[src/rtl/mdu_ctrl_pkg.sv]
// mdu_ctrl_pkg: op codes, FSM states and helpers for the HI/LO multiply/divide sequencer
package mdu_ctrl_pkg;
  typedef enum logic [1:0] {
    MDU_MULT  = 2'b00,
    MDU_MULTU = 2'b01,
    MDU_DIV   = 2'b10,
    MDU_DIVU  = 2'b11
  } mdu_op_e;
  typedef enum logic [2:0] {S_IDLE, S_MUL, S_DIV, S_SIGN, S_DONE} mdu_state_e;
  localparam int MDU_DIV_STEPS = 32;
  function automatic logic [31:0] mag(input logic neg, input logic [31:0] x);
    return neg ? -x : x;
  endfunction
endpackage

[src/rtl/mdu_ctrl_div_step.sv]
// mdu_ctrl_div_step: one radix-2 restoring divide iteration on unsigned magnitudes
module mdu_ctrl_div_step (
  input  logic [31:0] rem,
  input  logic [31:0] quo,
  input  logic [31:0] dvs,
  output logic [31:0] rem_n,
  output logic [31:0] quo_n
);
  logic [32:0] sh;
  logic [31:0] diff;
  logic ge;
  assign sh = {rem, quo[31]};
  assign ge = sh >= {1'b0, dvs};
  assign diff = sh[31:0] - dvs;
  assign rem_n = ge ? diff : sh[31:0];
  assign quo_n = {quo[30:0], ge};
endmodule

[src/rtl/mdu_ctrl.sv]
// mdu_ctrl: HI/LO multiply/divide sequencer with pipeline stall, flush and hold handling
module mdu_ctrl
  import mdu_ctrl_pkg::*;
#(
  parameter int MUL_LATENCY = 2,
  parameter int DIV_STEPS   = MDU_DIV_STEPS
) (
  input  logic        clk,
  input  logic        rst,
  input  logic        start_i,
  input  logic [1:0]  op_i,
  input  logic [31:0] src_a_i,
  input  logic [31:0] src_b_i,
  input  logic        flush_i,
  input  logic        ex_hold_i,
  output logic        stall_o,
  output logic        done_o,
  output logic [31:0] hi_o,
  output logic [31:0] lo_o,
  output logic        div_zero_o
);
  mdu_state_e state, state_n;
  mdu_op_e op;
  logic [31:0] a, b, rem, quo, rem_n, quo_n, dvs, q_fix, r_fix;
  logic [5:0] cnt;
  logic signed [63:0] ea, eb;
  logic [63:0] prod, res_n;
  logic launch, sgn_div, a_neg, b_neg, dz_n;
  assign launch = state == S_IDLE && start_i && !flush_i;
  assign sgn_div = op == MDU_DIV;
  assign a_neg = sgn_div & a[31];
  assign b_neg = sgn_div & b[31];
  assign dvs = mag(b_neg, b);
  assign ea = op == MDU_MULT ? {{32{a[31]}}, a} : {32'b0, a};
  assign eb = op == MDU_MULT ? {{32{b[31]}}, b} : {32'b0, b};
  assign prod = ea * eb;
  assign q_fix = mag(a_neg ^ b_neg, quo);
  assign r_fix = mag(a_neg, rem);
  // The only IDLE->DONE path is a divide by zero
  assign res_n = state == S_IDLE ? {src_a_i, 32'hFFFF_FFFF} : state == S_SIGN ? {r_fix, q_fix} : prod;
  assign dz_n = state == S_IDLE ? 1'b1 : state == S_SIGN ? 1'b0 : div_zero_o;
  assign stall_o = !flush_i && ((state == S_IDLE && start_i) || state == S_MUL || state == S_DIV || state == S_SIGN);
  assign done_o = state == S_DONE;
  mdu_ctrl_div_step u_step (
    .rem  (rem),
    .quo  (quo),
    .dvs  (dvs),
    .rem_n(rem_n),
    .quo_n(quo_n)
  );
  always_comb begin
    state_n = state;
    case (state)
      S_IDLE: if (start_i) state_n = !op_i[1] ? S_MUL : src_b_i == '0 ? S_DONE : S_DIV;
      S_MUL: if (cnt == 6'(MUL_LATENCY - 1)) state_n = S_DONE;
      S_DIV: if (cnt == 6'(DIV_STEPS - 1)) state_n = S_SIGN;
      S_SIGN: state_n = S_DONE;
      S_DONE: if (!ex_hold_i) state_n = S_IDLE;
      default: state_n = S_IDLE;
    endcase
    if (flush_i) state_n = S_IDLE;
  end
  always_ff @(posedge clk or posedge rst) begin
    if (rst) begin
      state <= S_IDLE;
      op <= MDU_MULT;
      a <= '0;
      b <= '0;
      rem <= '0;
      quo <= '0;
      cnt <= '0;
      hi_o <= '0;
      lo_o <= '0;
      div_zero_o <= 1'b0;
    end else begin
      state <= state_n;
      cnt <= (state == S_MUL || state == S_DIV) ? cnt + 6'd1 : '0;
      if (launch) begin
        op <= mdu_op_e'(op_i);
        a <= src_a_i;
        b <= src_b_i;
        rem <= '0;
        quo <= mag(op_i == MDU_DIV && src_a_i[31], src_a_i);
      end
      if (state == S_DIV) begin
        rem <= rem_n;
        quo <= quo_n;
      end
      if (state_n == S_DONE && state != S_DONE) begin
        {hi_o, lo_o} <= res_n;
        div_zero_o <= dz_n;
      end
    end
  end
endmodule

[config.mk]
export PLATFORM = sky130hd
export DESIGN_NAME = mdu_ctrl
export DESIGN_NICKNAME = d
export VERILOG_FILES = /design/src/rtl/mdu_ctrl_pkg.sv /design/src/rtl/mdu_ctrl_div_step.sv /design/src/rtl/mdu_ctrl.sv
export SDC_FILE = /design/constraint.sdc
export NUM_CORES = 2
export LEC_CHECK = 0
export BUFFER_PORTS_ARGS = -buffer_cell sky130_fd_sc_hd__buf_4
export CORE_ASPECT_RATIO = 0.6
export CORE_MARGIN = 3
export CORE_UTILIZATION = 46
export CTS_BUF_LIST = sky130_fd_sc_hd__clkbuf_16
export CTS_CLUSTER_DIAMETER = 60
export DETAILED_ROUTE_END_ITERATION = 7
export GPL_TIMING_DRIVEN = 0
export PLACE_DENSITY = 0.62
export SYNTH_ARGS = -nofsm -noshare
export SYNTH_HDL_FRONTEND = slang
export SYNTH_SLANG_ARGS = --single-unit
[constraint.sdc]
create_clock -name clk -period 12.7 [get_ports clk]
set_input_delay 0.635 -clock clk [delete_from_list [all_inputs] [get_ports clk]]
set_output_delay 0.635 -clock clk [all_outputs]
set_load 0.01 [all_outputs]
== Word-level counts from Yosys, hierarchy flattened ==
Cells that the tools add are included.
Widths: inputs -> output; s select.

* Reduce and logical (&&, ||, !) cells: 16
* Multiply operators: 1
* Muxes and demuxes: 24
* Add/sub/neg operators: 6
* Order comparisons: 1
* Equal/unequal tests: 10
* Bitwise operators: 3

{| class="wikitable"
|+ Operators by type and width
! cell !! number
|-
| $mux 32 || 9
|-
| $mux 64 || 4
|-
| $neg 32->32 || 4
|-
| $mul 64x64->64 || 1
|-
| $ge 33x32->1 || 1
|-
| $logic_not 32->1 || 1
|-
| $sub 32x32->32 || 1
|-
| $mux 3 || 7
|-
| $pmux 3 s5 || 1
|-
| $add 6x1->6 const B || 1
|-
| $eq 3x2->1 const B || 2
|-
| $eq 3x3->1 const B || 2
|-
| $eq 6x1->1 const B || 1
|-
| $eq 6x5->1 const B || 1
|-
| $mux 6 || 1
|-
| $logic_and 1x1->1 || 5
|-
| $eq 2x2->1 const B || 2
|-
| $logic_or 1x1->1 || 4
|-
| $reduce_bool 2->1 || 2
|-
| $eq 3x1->1 const B || 1
|-
| $logic_not 3->1 || 1
|-
| $ne 3x3->1 const B || 1
|-
| $and 1x1->1 || 2
|-
| $logic_not 2->1 || 1
|-
| 4 further kinds || 5
|}

* Input bits: 71
* Output and inout port bits: 67
* Logic and storage cells: 71
* Bits in registers: 204

== Longest topological paths before layout ==
* Depth after elaboration: 9
* Depth in mapped cells: 37

== By module ==
From an unflattened synthesis, not the netlist that was laid out.

* Cell total of the unflattened synthesis: 6946
* Area, all modules: 62381.1 um2

{| class="wikitable"
|+ Modules (own cells, without submodules)
! module !! times used !! cells each !! area each (um2)
|-
| mdu_ctrl || 1 || 6533 || 59671.0
|-
| mdu_ctrl_div_step || 1 || 413 || 2710.1
|}

== Worst setup path after synthesis ==
OpenSTA, ideal clock, no wires.

* Kind: reg-to-reg
* From: reg op[0]
* To: reg hi_o[27]
* Arrival time: 9096 ps
* Required time: 12559 ps
* Slack: 3462 ps
* Setup time: 141 ps
* Cell stages (with the launch flop): 31
* Path through: dfrtp_1 nor2_1 and2_1 clkbuf_1 clkbuf_1 nand2_1 fa_1 inv_1 fa_1 fa_1 inv_1 fa_1 inv_1 fa_1 fa_1 fa_1 fa_1 fa_1 inv_1 fa_1 inv_1 ha_1 a21o_1 or4_1 and3_1 o2bb2ai_1 nor4_1 o21ai_0 a31oi_1 xor2_1 o221ai_1

* Word-level cells in the longest chain between the ends: 5

{| class="wikitable"
|+ RTL lines
! what !! line !! source
|-
| from (decl) || mdu_ctrl.sv:23 || <nowiki>mdu_op_e op;</nowiki>
|-
| from (signal assigned) || mdu_ctrl.sv:79 || <nowiki>op <= mdu_op_e'(op_i);</nowiki>
|-
| $logic_not 2->1 or $eq 2x2->1 (tied branches) || mdu_ctrl.sv:34, mdu_ctrl.sv:35, mdu_ctrl.sv:30 ||
|-
| $mux 64 (tied with other cells) || mdu_ctrl.sv:34 || <nowiki>assign ea = op == MDU_MULT ? {{32{a[31]}}, a} : {32'b0, a};</nowiki>
|-
| $mul 64x64->64 or $mux 32 (tied branches) || mdu_ctrl.sv:36, mdu_ctrl_pkg.sv:12 ||
|-
| $mux 64 (*) (2 in series) || mdu_ctrl.sv:40 || <nowiki>assign res_n = state == S_IDLE ? {src_a_i, 32'hFFFF_FFFF} : state == S_SIGN ? {r_fix, q_fix} : prod;</nowiki>
|-
| to (signal assigned) || mdu_ctrl.sv:90 || <nowiki>{hi_o, lo_o} <= res_n;</nowiki>
|-
| to (decl) || mdu_ctrl.sv:18 || <nowiki>output logic [31:0] hi_o,</nowiki>
|}

Every way passes the cells marked *; elsewhere a longest branch is shown, timed or not.
A chain may end at the register's enable or synchronous reset.

== Worst setup path in the final report ==
* From: reg a[31]
* To: reg hi_o[29]

* Word-level cells in the longest chain between the ends: 4

{| class="wikitable"
|+ RTL lines
! what !! line !! source
|-
| from (decl) || mdu_ctrl.sv:24 || <nowiki>logic [31:0] a, b, rem, quo, rem_n, quo_n, dvs, q_fix, r_fix;</nowiki>
|-
| from (signal assigned) || mdu_ctrl.sv:80 || <nowiki>a <= src_a_i;</nowiki>
|-
| $mux 64 or $and 1x1->1 (tied branches) || mdu_ctrl.sv:34, mdu_ctrl.sv:31 ||
|-
| $mul 64x64->64 or $mux 32 (tied branches) || mdu_ctrl.sv:36, mdu_ctrl_pkg.sv:12 ||
|-
| $mux 64 (*) (2 in series) || mdu_ctrl.sv:40 ||
|}

Marked as above.

==> impl_metrics.toml <==
[status]
outcome = "complete, but fails checks"
violations = "DRC, capacitance limit, slew limit, setup timing"

[setup_path]
cp.required_ps = 13160
slowest_stage = "a21oi_1"
reg2reg_from = "a[31]"
start_kind = "flop"
reg2reg_to = "hi_o[29]"
crit_type = "reg2reg"
arrival_ps = 13280
crit_fanout = 10
startpoint = "a[31]"
critPathMaxStageDelay_ps = 900
r2r_slack_ps = -120
r2r_cells = 32
end_kind = "flop"
path_common_cell = "fa_1"

[cells_and_area]
fin_nets = 8769
fillCellCount = 12600
finalNonFillerCells = 8707
final_cell_mix = "inv_1, fa_1, nand2_1, and2_1, ha_1"
drive_gt1_frac = 0.0329
mostFrequentLayoutCell = "inv_1"
area_delta_synth_final_pct = 6.88

[sta]
post-route-period-util = 1.01
finalHoldViolCount = 0
rsz0062_at_grt = "false"
period_minus_slack_ps = 12820
finalWorstSetupSlack_ps = -121
fin_setup_tns_ps = -305
fin_skew_ps = 43.6
fmax_mhz = 78.0
hold-worst-slack_ps = 68.6
worst_pin_slew_ps = 1620
slew_headroom = -0.0814
setup_viol = 5
slew_viol_final = 90

[grt]
antenna_found_initial = 34
overflow = 0
grt_usage = 0.390
grt_first_pass_wirelength_um = 377000
grt_max_degree = 76
grt_pass1_vias = 49900

[clocking]
cts-root-buf = "clkbuf_16"
clock_path_buffers = 3
cts.repair.resized = 0
clkSinkCount = 204
clkTransAtPathRegs_ps = 70
cts_setup_buffers = 0
numCtsBuffers = 23
cts_tree = "built"
clk-insertion-delay-late_ps = 580
cts_hold_buffers = 0
h-tree-depth = 1

[synthesis]
yosys_warnings = 0
ys_async_sr_fraction = 1.00
synth_seq_cells = 204
netlist_instances = 6725
synth-edff-count = 0
syn_area_um2 = 61100
synth_ff_type = "dfrtp_1"
ys_seq_area_frac = 0.0835
avgSynthCellArea_um2 = 9.09
synth_cell_types = 70
synth_fp_nets = 8604

[routing]
dr.first_iter.drc_count = 6737
routedWlPerCell_um = 30.4
dr.pass1.iters = 8
drcViolationCount = 3
vias_per_cell = 5.77
wl_um = 265000
vias = 50200
antenna_left = 0

[hold_path]
holdCritPathClass = "in2async"

[floorplanning]
coreArea_um2 = 130000
die_w_um = 477
dieHeight_um = 288
initial_core_util = 0.469
row_count = 102
die_area_um2 = 137000
pin_count = 138

[placed_design]
routabilityCongestion = 1.06
dp_hpwl_um = 226000
place_ws_ps = 563
place_inst = 8632
io_buffers = 136

[job]
drv_cap = 10
metrics by stage:
stage,area (µm²),util
after floorplan,61100,-
after global placement,64400,0.494
after detailed placement,64500,0.494
after CTS,65200,0.500
after global routing,65300,0.501
final,65400,0.501
registers in the layout, summed over array words and instances (netlist names):
signal,count
a,32
op,2
div_zero_o,1
state,3
quo,32
cnt,6
hi_o,32
rem,32
lo_o,32
b,32
cells in the mapped netlist, types with 11 or more instances:
cell type	n	area share
a31oi_1	34	0.0035
xor2_1	87	0.012
and2_1	573	0.059
nand4_1	11	0.0011
o31ai_1	26	0.0032
dfrtp_1	204	0.083
nor4_1	30	0.0031
inv_1	1552	0.095
o21bai_1	14	0.0017
nand2_1	842	0.052
a22oi_1	33	0.0041
buf_1	28	0.0017
or4_1	11	0.0014
xnor2_1	172	0.025
or3_1	28	0.0029
o21a_1	14	0.0017
fa_1	1426	0.47
a21o_1	43	0.0053
nand2b_1	13	0.0013
and3_1	47	0.0048
ha_1	382	0.078
a21oi_1	193	0.016
nor3_1	33	0.0027
a211oi_1	16	0.0020
nand3_1	62	0.0051
clkbuf_1	319	0.020
o21ai_1	20	0.0016
o21ai_0	206	0.017
nor2_1	163	0.010
metal layers:
layer,track usage,vias to the layer above,share of wire
li1,-,20400,-
met1,0.574,25700,0.42
met2,0.476,3708,0.35
met3,0.232,427,0.19
met4,0.0894,24,0.029
met5,0.0161,-,0.0016
worst max path at each step:
stage          endpoint  slack (ps)  depth (start not counted)
2_1_floorplan  hi_o[27]        3460                         30
6_report       hi_o[29]        -120                         32
4_1_cts        hi_o[29]         520                         32
3_3_place_gp   hi_o[29]         190                         31
3_5_place_dp   hi_o[29]         560                         32
5_1_grt        hi_o[13]           4                         32
final cells by class:
| type | count | area, µm² | share of cell area |
|---|---|---|---|
| multi-input cells | 4615 | 48900 | 0.748 |
| inverters | 1552 | 5830 | 0.0893 |
| flip-flops and latches | 204 | 5100 | 0.0781 |
| well taps | 1768 | 2210 | 0.0338 |
| plain buffers | 354 | 1380 | 0.0211 |
| repair buffers | 140 | 1120 | 0.0171 |
| clock buffers | 23 | 576 | 0.00881 |
| clock inverters | 19 | 176 | 0.00270 |
| diodes | 32 | 80.1 | 0.00123 |
cells by family after synthesis:
logic type      Yosys count  synth area share
compound gates          684            0.0675
xor+xnor                259            0.0371
fa+ha+maj              1812             0.546
buf+inv                1906             0.117
flops                   204            0.0835
mux                      10           0.00164
simple gates           1850             0.147
worst max-delay path: cells and delay by family, from the launching register on:
| kind | cells | cell delay, ps |
|---|---|---|
| muxes | 1 | 260 |
| adders and majority gates | 11 | 5830 |
| and+or+nand+nor | 5 | 1500 |
| DFF | 1 | 330 |
| AOI/OAI and AO/OA | 6 | 2370 |
| buffers and inverters | 9 | 2370 |
Power is not shown: default switching activity piles up to over one toggle a cycle in this logic, so the estimate is an artifact.
